<file path="config.mk">
export PLATFORM = sky130hd
export DESIGN_NAME = dmem_block_reader_flat
export DESIGN_NICKNAME = d
export VERILOG_FILES = /design/src/rtl/dmem_block_reader_if.sv /design/src/rtl/dmem_block_reader.sv /design/src/flat_wrapper.sv
export SDC_FILE = /design/constraint.sdc
export NUM_CORES = 1
export LEC_CHECK = 0
export CELL_PAD_IN_SITES_DETAIL_PLACEMENT = 1
export CELL_PAD_IN_SITES_GLOBAL_PLACEMENT = 2
export CORE_MARGIN = 5
export CORE_UTILIZATION = 28
export CTS_BUF_LIST = sky130_fd_sc_hd__clkbuf_4
export DETAILED_ROUTE_END_ITERATION = 12
export PLACE_DENSITY_LB_ADDON = 0.1
export SYNTH_ARGS = -nofsm -noshare
export SYNTH_HDL_FRONTEND = slang
export SYNTH_SLANG_ARGS = --single-unit
</file>
<file path="constraint.sdc">
create_clock -name clk -period 3.5 [get_ports clk]
set_clock_uncertainty 0.15 [all_clocks]
set_input_delay 0.875 -clock clk [delete_from_list [all_inputs] [get_ports clk]]
set_output_delay 0.875 -clock clk [all_outputs]
set_load 0.02 [all_outputs]
</file>
<file path="src/rtl/dmem_block_reader_if.sv">
`default_nettype none
// ============================================================================
// Module   : dmem_block_reader_if
// Purpose  : Request, data-memory and word-stream signals of the block reader.
// Revision : 1.0 - initial release
// ============================================================================
interface dmem_block_reader_if #(
    parameter int DATA_W = 17,
    parameter int ADDR_W = 17
);
    logic              start;
    logic [ADDR_W-1:0] base_addr;
    logic [7:0]        word_count;
    logic [ADDR_W-1:0] mem_address;
    logic              mem_we;
    logic [DATA_W-1:0] mem_rdata;
    logic              out_valid;
    logic              out_ready;
    logic [DATA_W-1:0] out_data;
    logic              out_last;
    logic              busy;
    logic              done;
    logic [DATA_W-1:0] checksum;

    // Requester / memory / stream-sink side
    modport master (
        output start, base_addr, word_count, mem_rdata, out_ready,
        input  mem_address, mem_we, out_valid, out_data, out_last,
               busy, done, checksum
    );

    // Block reader side
    modport slave (
        input  start, base_addr, word_count, mem_rdata, out_ready,
        output mem_address, mem_we, out_valid, out_data, out_last,
               busy, done, checksum
    );
endinterface
`default_nettype wire

</file>
<file path="src/rtl/dmem_block_reader.sv">
`default_nettype none
// ============================================================================
// Module   : dmem_block_reader
// Purpose  : Streams a strided block of data-memory words through a 2-entry
//            FIFO. Optional running checksum: define DMEM_READER_CHECKSUM_EN.
// Revision : 1.0 - initial release
// ============================================================================
module dmem_block_reader #(
    parameter int DATA_W = 17,
    parameter int ADDR_W = 17,
    parameter int STRIDE = 4
) (
    input  wire logic         clk,
    input  wire logic         rst,
    dmem_block_reader_if.slave bus
);
    localparam logic [ADDR_W-1:0] c_addr_mask = ADDR_W'(255);
    localparam logic [ADDR_W-1:0] c_stride    = ADDR_W'(STRIDE);

    typedef enum logic [1:0] {
        S_IDLE  = 2'd0,
        S_FETCH = 2'd1,
        S_DRAIN = 2'd2,
        S_DONE  = 2'd3
    } state_t;

    state_t            r_state;
    logic [ADDR_W-1:0] r_addr;
    logic [7:0]        r_remain;
    logic [DATA_W-1:0] r_data0;
    logic [DATA_W-1:0] r_data1;
    logic              r_last0;
    logic              r_last1;
    logic [1:0]        r_count;
    logic              r_busy;
    logic              r_done;

    logic w_pop;
    logic w_push;
    logic w_push_last;

    // A full FIFO may still accept a word when its head leaves this cycle.
    assign w_pop       = (r_count != 2'd0) && bus.out_ready;
    assign w_push      = (r_state == S_FETCH) && (r_remain != 8'd0) &&
                         ((r_count != 2'd2) || w_pop);
    assign w_push_last = (r_remain == 8'd1);

    always_ff @(posedge clk) begin
        if (rst) begin
            r_state  <= S_IDLE;
            r_addr   <= '0;
            r_remain <= '0;
            r_data0  <= '0;
            r_data1  <= '0;
            r_last0  <= 1'b0;
            r_last1  <= 1'b0;
            r_count  <= 2'd0;
            r_busy   <= 1'b0;
            r_done   <= 1'b0;
        end else begin
            // Entry 0 is always the head; entry 1 only holds data when full.
            if (w_pop) begin
                if (r_count == 2'd2) begin
                    r_data0 <= r_data1;
                    r_last0 <= r_last1;
                    if (w_push) begin
                        r_data1 <= bus.mem_rdata;
                        r_last1 <= w_push_last;
                    end else begin
                        r_count <= 2'd1;
                    end
                end else if (w_push) begin
                    r_data0 <= bus.mem_rdata;
                    r_last0 <= w_push_last;
                end else begin
                    r_count <= 2'd0;
                end
            end else if (w_push) begin
                if (r_count == 2'd0) begin
                    r_data0 <= bus.mem_rdata;
                    r_last0 <= w_push_last;
                    r_count <= 2'd1;
                end else begin
                    r_data1 <= bus.mem_rdata;
                    r_last1 <= w_push_last;
                    r_count <= 2'd2;
                end
            end

            unique case (r_state)
                S_IDLE: begin
                    if (bus.start) begin
                        r_addr   <= bus.base_addr & c_addr_mask;
                        r_remain <= bus.word_count;
                        r_busy   <= 1'b1;
                        if (bus.word_count != 8'd0) begin
                            r_state <= S_FETCH;
                        end else begin
                            r_state <= S_DONE;
                            r_done  <= 1'b1;
                        end
                    end
                end
                S_FETCH: begin
                    if (w_push) begin
                        r_addr   <= (r_addr + c_stride) & c_addr_mask;
                        r_remain <= r_remain - 8'd1;
                        if (w_push_last) begin
                            r_state <= S_DRAIN;
                        end
                    end
                end
                S_DRAIN: begin
                    if (w_pop && r_last0) begin
                        r_state <= S_DONE;
                        r_done  <= 1'b1;
                    end
                end
                S_DONE: begin
                    r_state <= S_IDLE;
                    r_done  <= 1'b0;
                    r_busy  <= 1'b0;
                end
                default: begin
                    r_state <= S_IDLE;
                    r_done  <= 1'b0;
                    r_busy  <= 1'b0;
                end
            endcase
        end
    end

    assign bus.mem_address = r_addr;
    assign bus.mem_we      = 1'b0;
    assign bus.out_valid   = (r_count != 2'd0);
    assign bus.out_data    = r_data0;
    assign bus.out_last    = r_last0 && (r_count != 2'd0);
    assign bus.busy        = r_busy;
    assign bus.done        = r_done;

`ifdef DMEM_READER_CHECKSUM_EN
    logic [DATA_W-1:0] r_checksum;

    // Restarts on every accepted start, then holds after done.
    always_ff @(posedge clk) begin
        if (rst) begin
            r_checksum <= '0;
        end else if ((r_state == S_IDLE) && bus.start) begin
            r_checksum <= '0;
        end else if (w_pop) begin
            r_checksum <= r_checksum + r_data0;
        end
    end

    assign bus.checksum = r_checksum;
`else
    assign bus.checksum = '0;
`endif

endmodule
`default_nettype wire
</file>
<file path="src/flat_wrapper.sv">
// flat-port wrapper written by rule: the top's interface ports become plain ports
module dmem_block_reader_flat 
#(
    parameter int DATA_W = 17,
    parameter int ADDR_W = 17,
    parameter int STRIDE = 4
)
  (clk, rst, bus_start, bus_base_addr, bus_word_count, bus_mem_rdata, bus_out_ready, bus_mem_address, bus_mem_we, bus_out_valid, bus_out_data, bus_out_last, bus_busy, bus_done, bus_checksum);
  dmem_block_reader_if #(.DATA_W(DATA_W), .ADDR_W(ADDR_W)) bus_i ();
  input  wire logic clk;
  input  wire logic rst;
  input wire logic [$bits(bus_i.start)-1:0] bus_start;
  input wire logic [$bits(bus_i.base_addr)-1:0] bus_base_addr;
  input wire logic [$bits(bus_i.word_count)-1:0] bus_word_count;
  input wire logic [$bits(bus_i.mem_rdata)-1:0] bus_mem_rdata;
  input wire logic [$bits(bus_i.out_ready)-1:0] bus_out_ready;
  output wire logic [$bits(bus_i.mem_address)-1:0] bus_mem_address;
  output wire logic [$bits(bus_i.mem_we)-1:0] bus_mem_we;
  output wire logic [$bits(bus_i.out_valid)-1:0] bus_out_valid;
  output wire logic [$bits(bus_i.out_data)-1:0] bus_out_data;
  output wire logic [$bits(bus_i.out_last)-1:0] bus_out_last;
  output wire logic [$bits(bus_i.busy)-1:0] bus_busy;
  output wire logic [$bits(bus_i.done)-1:0] bus_done;
  output wire logic [$bits(bus_i.checksum)-1:0] bus_checksum;
  assign bus_i.start = bus_start;
  assign bus_i.base_addr = bus_base_addr;
  assign bus_i.word_count = bus_word_count;
  assign bus_i.mem_rdata = bus_mem_rdata;
  assign bus_i.out_ready = bus_out_ready;
  assign bus_mem_address = bus_i.mem_address;
  assign bus_mem_we = bus_i.mem_we;
  assign bus_out_valid = bus_i.out_valid;
  assign bus_out_data = bus_i.out_data;
  assign bus_out_last = bus_i.out_last;
  assign bus_busy = bus_i.busy;
  assign bus_done = bus_i.done;
  assign bus_checksum = bus_i.checksum;
  dmem_block_reader #(.DATA_W(DATA_W), .ADDR_W(ADDR_W), .STRIDE(STRIDE)) u_core (.clk(clk), .rst(rst), .bus(bus_i));
endmodule
</file>
==> flow_results.org, run 1 <==
** Clock tree
- For this design, the CTS-stage hold fixing added 0 buffers.
- TritonCTS clock tree :: built
- Buffer cell driving the clock tree root :: sky130_fd_sc_hd__clkbuf_4
- CTS built an H-tree with a depth of 3.
- Once the clock tree was built, the resizer swapped 0 gates to a different size.
- The number of clock buffers added by TritonCTS is 9.
- Clock latency at the later pin of the worst-skew pair :: 0.41 ns
- In this run the post-CTS setup repair buffer count came out at 0.
- The tree built by TritonCTS fans out to 58 sinks.
- Clock Path Buffers :: 2
- After clock tree synthesis, the clock-pin slew on the worst setup and hold paths is 0.11 ns.

** Cells and area
- Registers take 1160 um2.
- The area growth from synthesis to layout is 24.8%.
- Area of the multi-input gates :: 1790 um2
- The filler cells instantiated in the layout total 1363.
- Most common cell after layout, fill and taps aside :: sky130_fd_sc_hd__clkdlybuf4s50_1
- Number of nets in the layout :: 467
- Leaving out fill and tap cells, the most frequent cells in the layout are 64 x sky130_fd_sc_hd__clkdlybuf4s50_1, 58 x sky130_fd_sc_hd__dfxtp_1, 48 x sky130_fd_sc_hd__nor2_1.
- Cells with a size suffix above 1 make up 12.0% of the layout.
- Antenna diode count :: 0
- Excluding fillers, the count of instances in the completed layout stands at 559.

** Placed design
- At the end of routability-driven placement, the weighted congestion stood at 0.738.
- Placed insts :: 543
- Once detailed placement completed, the half-perimeter wirelength came to 5510 um.
- Port-buffer cells :: 65

** Floorplan
- Height of the die :: 118 um
- In this run the horizontal extent of the chip is 118 um.
- The total area inside the core boundary comes to 11400 um2.
- The floorplan has 39 rows.
- During I/O placement, the number of pins put on the boundary was 102.
- The die covers 13800 um2.
- The initial utilization of the core area, before any placement, comes to 28.5%.

** Hold path
- Worst min-delay path category :: flop to flop

** Worst setup path
- Crit path required time :: 3.67 ns
- CP Launch Type :: input pin
- Top fanout value on the critical path :: 36
- STA classifies the critical path endpoint as a flop.
- For the worst setup path, the data arrival time is 2.89 ns.
- For this run, the slowest stage of the critical path takes 0.64 ns.
- Master of the slowest instance on the critical path :: sky130_fd_sc_hd__clkdlybuf4s50_1
- Category of the most critical setup path :: input pin to flop
- Cell-by-cell listing of the critical path :: clkdlybuf4s50_1, nor3b_1, nand3b_1, ha_1, a211oi_1, o21a_2, buf_12, nor2_1, a311oi_2

** Synthesis
- The synthesized netlist devotes 16.1% of its cell area to simple gates.
- In the synthesized netlist, the number of instances is 354.
- Share of the synthesized netlist area taken by xor and xnor gates :: 0%
- Summing the areas of all compound-gate instances in the mapped netlist gives 19.1% of the synthesized area.
- Counting flops with a built-in enable in the synthesized netlist gives 0.
- Cells taking the most area after synthesis :: sky130_fd_sc_hd__dfxtp_1 36%, sky130_fd_sc_hd__mux2i_1 13%, sky130_fd_sc_hd__a211oi_2 6.6%
- The portion of synthesized area spent on multiplexers is 13.0%.
- Dominant combinational cell family by area after synthesis :: compound AO/OA/AOI/OAI gates
- The average instance in the mapped netlist occupies 9.14 um2.
- Share of flip-flops with an asynchronous set or reset after synthesis :: 0%
- Post-Synthesis Cell Area :: 3240 um2
- After Yosys synthesis, full adders, half adders and majority gates account for 3.87% of the synthesized area.
- Sequential elements use 35.9% of the synthesized area.
- sky130_fd_sc_hd__dfxtp_1 takes more of the synthesized area than any other cell.
- The number of different library cells used by synthesis comes to 48.
- Synthesis inferred 58 register bits.
- Among all flip-flop cells after synthesis, the most frequent one is sky130_fd_sc_hd__dfxtp_1.
- Proportion of netlist area held by the largest area contributor :: 35.9%
- Yosys synthesis warning count :: 0

** STA
- Post-route clock period utilization :: 77.7%
- Setup repair after global routing missed its margin :: no
- Max Slew Vio Count :: 0
- For the pin with the worst max-slew slack, the measured transition is 0.884 ns.
- The routed design could run at a clock period as short as 2.72 ns.
- The number of endpoints with negative hold slack in the final report came to 0.
- Final total negative setup slack :: 0 ns
- Slew HR :: 40.5%
- Setup-violating endpoint count in the final report :: 0
- Max Clock Freq :: 368 MHz

** Power
- Peak supply drop :: 237 uV
- Power spread over the standard cell area amounts to 719 nW/um2.
- Static leakage :: 1.54 nW

** Route
- Routed vias :: 2591
- Drt pass-1 iters :: 4
- WL final :: 7950 um
- In the final routed layout, each cell accounts on average for 14.2 um.
- Antenna-violating nets left :: 0
- Vias/cell :: 4.64
- DRC marker count from the first detailed-route iteration :: 65
- DR DRC count :: 0

** Run status
- Outcome :: finished, final reports clean

** GRT
- Entering global routing, the biggest net connects 41 pins.
- GR Overflow Total :: 0
- Global-route wire length before repair :: 13600 um
- For this run, the total global-route usage over all layers was measured as 11.7%.
- The number of global-route vias before repair was 2760.
- Initial antenna violation count :: 0

** Flow run
- Max-cap violations in this run came to 0.
[critical path: cells and delay by family]
family          cells  cell delay, ns
buf+inv             2            0.86
simple gates        3            0.38
compound gates      3            0.59
fa+ha+maj           1            0.20
[state kept, by name, summed over array words and instances (netlist names)]
name / cells
u_core.r_data1: 17
u_core.r_state: 2
u_core.r_last0: 1
u_core.r_remain: 8
u_core.bus.mem_address: 8
u_core.bus.out_data: 17
u_core.bus.busy: 1
u_core.r_last1: 1
u_core.r_count: 2
u_core.bus.done: 1
[cells in the mapped netlist (2+ instances only)]
master and number:
sky130_fd_sc_hd__dfxtp_1 58, sky130_fd_sc_hd__nor2_1 48, sky130_fd_sc_hd__mux2i_1 41, sky130_fd_sc_hd__buf_4 27
sky130_fd_sc_hd__nand2_1 21, sky130_fd_sc_hd__a21oi_1 20, sky130_fd_sc_hd__a211oi_2 17, sky130_fd_sc_hd__o21ai_0 13
sky130_fd_sc_hd__clkbuf_1 10, sky130_fd_sc_hd__ha_1 10, sky130_fd_sc_hd__inv_1 9, sky130_fd_sc_hd__nand2b_1 8
sky130_fd_sc_hd__nor2b_1 8, sky130_fd_sc_hd__buf_6 6, sky130_fd_sc_hd__a211oi_1 5, sky130_fd_sc_hd__nand3_1 5
sky130_fd_sc_hd__o32ai_1 5, sky130_fd_sc_hd__buf_2 4, sky130_fd_sc_hd__nor4_1 3, sky130_fd_sc_hd__nand3b_1 2
sky130_fd_sc_hd__nor3_1 2, sky130_fd_sc_hd__o211ai_1 2, sky130_fd_sc_hd__o21a_1 2, sky130_fd_sc_hd__o22ai_1 2
sky130_fd_sc_hd__o31a_1 2, sky130_fd_sc_hd__or2_2 2
[per-layer routing]
| layer | global-route usage, % | part of all wire, % |
|---|---|---|
| met1 | 15.0 | 49 |
| met4 | 4.52 | 1.6 |
| met3 | 2.93 | 4.3 |
| met2 | 18.7 | 45 |
| met5 | 0 | 0 |
[per-stage QoR]
stage | worst slack (ns) | hold slack, ns | area [um2] | total power [mW] | util [%]
after floorplan | 0.888 | 0.308 | 3330 | 1.97 | -
after global placement | 0.345 | 0.321 | 3870 | 2.32 | 34.0
after detailed placement | 0.326 | 0.318 | 3870 | 2.35 | 34.0
after CTS | 0.752 | 0.336 | 4040 | 2.95 | 35.5
after global routing | 0.591 | 0.362 | 4040 | 3.14 | 35.5
final | 0.780 | 0.337 | 4040 | 2.91 | 35.5
[area by class of cell]
cell class | count | area share [%]
multi-input combinational | 263 | 44.2
sequential | 58 | 28.7
timing repair buffer | 70 | 17.5
tap | 143 | 4.43
clock inverter | 7 | 2.54
clock buffer | 9 | 1.67
inverter | 9 | 0.836
[cells by family (layout without fill, tap and decap cells)]
group | Yosys count | after routing
flops | 58 | 58
buf+inv | 59 | 95
other cells | 1 | 27
mux | 42 | 42
simple gates | 107 | 107
fa+ha+maj | 10 | 10
compound gates | 77 | 77
[worst paths after layout]
check / from / to / slack, ns / cells after the start
hold / removal: u_core.bus.busy$_SDFFE_PP0P_ / u_core.bus.busy$_SDFFE_PP0P_ / 0.34 / 2
setup reg to reg: u_core.r_state[1]$_SDFFE_PP0P_ / u_core.bus.mem_address[2]$_SDFFE_PP0P_ / 1.02 / 6
setup / recovery: bus_out_ready / u_core.r_last0$_SDFFE_PP0P_ / 0.78 / 9
hold reg to reg: u_core.bus.busy$_SDFFE_PP0P_ / u_core.bus.busy$_SDFFE_PP0P_ / 0.34 / 2
[power by group]
part,total [mW],internal [mW],switching (mW)
clock network,0.591,0.295,0.296
logic,1.38,0.582,0.798
registers,0.934,0.801,0.132
total,2.91,1.68,1.23
Note: power is estimated with default switching activity, not from simulation.
==> inputs of run 2 (changes only) <==
==> constraint.sdc (replaced) <==
create_clock -name clk -period 2.85 [get_ports clk]
set_clock_uncertainty 0.15 [all_clocks]
set_input_delay 0.7125 -clock clk [delete_from_list [all_inputs] [get_ports clk]]
set_output_delay 0.7125 -clock clk [all_outputs]
set_load 0.02 [all_outputs]
==> flow_results.org, run 2 (same netlist as run 1, synthesis figures left out) <==
** STA
- The final critical-path setup slack is 0.293 ns (-0.488 ns).
- Setup repair after global routing left no endpoint under its margin.
- Max Slew Vio Count :: 0 (unchanged)
- The total negative setup slack is 0 ns (unchanged).
- The tightest slew margin relative to the limit was 47.5% (+6.9 points).
- The worst path needs 2.56 ns of the cycle, external delays included.
- The number of endpoints with negative hold slack in the final report came to 0 (unchanged).
- The worst-case hold slack was 0.336 ns (-0.00135 ns).
- The slew at the pin closest to its max-slew limit is 0.781 ns (-0.103 ns).
- Max Clock Freq :: 391 MHz
- The number of failing setup endpoints in the final timing report was 0 (unchanged).
- Post-route clock period utilization :: 89.7%

** Worst setup path
- In this run the worst setup path terminates at bus_out_last.
- CP Launch Type :: flop
- The endpoint required time on the critical path was 1.99 ns (-1.68 ns).
- The endpoint identified for the worst register-to-register timing path is u_core.bus.out_data[2]$_SDFFE_PP0P_.
- The maximum fanout count along the critical path was 9 (-75%).
- STA classifies the critical path endpoint as an output port.
- Crit. Startpoint :: u_core.r_count[0]$_SDFFE_PP0P_
- Startpoint of the worst register-to-register path :: u_core.r_remain[0]$_SDFFE_PP0P_
- The setup path with the least slack is of type flop to output port.
- Flop-to-flop setup slack :: 0.60 ns (-0.42 ns)
- The depth of the worst register-to-register path is 10 (+4).
- CP arrival :: 1.69 ns (-1.20 ns)

** Clock tree
- The clock network latency to the later pin of the worst-skew pair is 0.40 ns (about the same).
- Buffer cell driving the clock tree root :: sky130_fd_sc_hd__clkbuf_4
- The post-CTS setup buffer count was 0 (unchanged).
- The post-cts resize count was 0 (unchanged).
- Number of buffers added by the clock tree synthesis step :: 9 (unchanged)
- The number of levels in the clock H-tree was 3 (unchanged).
- TritonCTS built the clock tree.
- Hold buffer count at cts :: 0 (unchanged)
- The clock-pin slew reported for the worst setup and hold paths after clock tree synthesis was 0.12 ns (about the same).
- The maximum buffer depth of the clock tree is 2 (unchanged).
- CTS Sinks :: 58 (unchanged)

** Cells and area
- The count of filler cells inserted in the layout is 1363 (unchanged).
- Most common cell after layout, fill and taps aside :: sky130_fd_sc_hd__clkdlybuf4s50_1
- The end-of-flow core utilization is 36.3% (+0.81 points).
- Most used cells in the layout excluding fill and tap cells :: 64 x sky130_fd_sc_hd__clkdlybuf4s50_1, 58 x sky130_fd_sc_hd__dfxtp_1, 48 x sky130_fd_sc_hd__nor2_1
- Antenna diode count :: 0 (unchanged)
- The multi-input gate area in the final layout is 1790 um2 (unchanged).
- Flip-flop and latch area :: 1160 um2 (unchanged)
- Number of nets in the layout :: 476 (+1.9%)
- Area added between synthesis and finish :: 27.6%
- Share of post-route cells with drive strength above 1 :: 13.9% (+1.9 points)

** Run status
- Outcome :: finished, final reports clean

** GRT
- The first-pass GRT wire length is 14000 um (+3.3%).
- The global-route usage over all layers is 12.1% (+0.43 points).
- Largest net degree at the start of global routing :: 35 (-15%)
- The met1 usage is 15.1% (+0.058 points).
- The global route total overflow is 0 (unchanged).
- The initial antenna violation count is 0 (unchanged).
- Global routing met2 resource utilization :: 20.4% (+1.6 points)
- The number of global-route vias before repair is 2824 (+2.3%).
- The global routing met3 resource utilization was 3.70% (+0.77 points).
- Most utilized layer in the global route result :: met2

** Floorplan
- Floorplan core area :: 11400 um2 (unchanged)
- The effective utilization at floorplan was 28.5% (unchanged).
- Number of core rows :: 39 (unchanged)
- Die ar. :: 13800 um2 (unchanged)
- Die boundary width :: 118 um (unchanged)
- The chip height was 118 um (unchanged).
- The number of ports placed on the die boundary came to 102 (unchanged).

** Route
- The remaining antenna violation count is 0 (unchanged).
- The total number of vias came to 2630 (+1.5%).
- The final wirelength is 8200 um (+3.2%).
- The wire length per cell after detailed routing came to 14.4 um (+1.6%).
- Drt pass-1 iters :: 4 (unchanged)
- The DRC violations left came to 0 (unchanged).
- The via count normalized by instance count is 4.63 (-0.10%).
- DRC marker count from the first detailed-route iteration :: 69 (+6.2%)

** Placed design
- Worst setup slack before clock tree synthesis :: 0.0887 ns (-0.237 ns)
- Half-perimeter wire length after placement :: 5940 um (+7.8%)
- Port-buffer cells :: 65 (unchanged)
- The final estimated routing congestion in global placement came to 0.725 (-1.7%).

** Hold path
- In this run the worst hold path is classified as flop to flop.

** Power
- The static leakage was 1.59 nW (+3.5%).
- Peak supply drop :: 473 uV (+100%)
- Power per cell area :: 886 nW/um2 (+23%)

** Flow run
- Max_cap viols :: 0 (unchanged)
==> run 2: worst min path at each step <==
stage	to	from	slack, ns	cells after the start
6_report	u_core.bus.mem_address[1]$_SDFFE_PP0P_	u_core.bus.mem_address[1]$_SDFFE_PP0P_	0.34	2
5_1_grt	u_core.bus.mem_address[0]$_SDFFE_PP0P_	u_core.bus.mem_address[0]$_SDFFE_PP0P_	0.38	2
4_1_cts	u_core.bus.mem_address[1]$_SDFFE_PP0P_	u_core.bus.mem_address[1]$_SDFFE_PP0P_	0.34	2
3_5_place_dp	u_core.bus.mem_address[1]$_SDFFE_PP0P_	u_core.bus.mem_address[1]$_SDFFE_PP0P_	0.32	2
3_3_place_gp	u_core.bus.busy$_SDFFE_PP0P_	u_core.bus.busy$_SDFFE_PP0P_	0.31	2
2_1_floorplan	u_core.r_remain[1]$_SDFFE_PP0P_	u_core.r_remain[1]$_SDFFE_PP0P_	0.31	2
==> run 2: worst max-delay path, cell delays in order, from the launching register on <==
cell and delay, ns:
sky130_fd_sc_hd__dfxtp_1 0.50, sky130_fd_sc_hd__o21a_1 0.19, sky130_fd_sc_hd__clkdlybuf4s50_1 0.61
==> run 2: power breakdown <==
part	total (mW)	leakage (nW)	internal (mW)	switching (mW)
clock network	0.726	0.0867	0.363	0.364
logic	1.79	1.03	0.784	1.00
registers	1.15	0.471	0.984	0.164
==> run 2: final cells by class <==
cell class / count / area share (%)
clock buffer: 9 / 1.64
clock inverter: 7 / 2.48
inverter: 9 / 0.818
multi-input combinational: 263 / 43.2
sequential: 58 / 28.1
tap: 143 / 4.33
timing repair buffer: 79 / 19.4
==> run 2: routing by layer <==
layer	up-vias	routed length, um	part of all wire (%)
met4	0	61	0.74
met5	-	0	0
met2	59	3930	48
met3	5	344	4.2
met1	1248	3870	47
li1	1318	-	-
==> run 2: through the flow <==
step	instances	cell area [um2]	total power, mW
floorplan	380	3330	2.41
CTS	568	4130	3.75
detailed placement	552	3960	2.99
global route	568	4130	3.98
finish	568	4130	3.66
global placement	552	3960	2.95
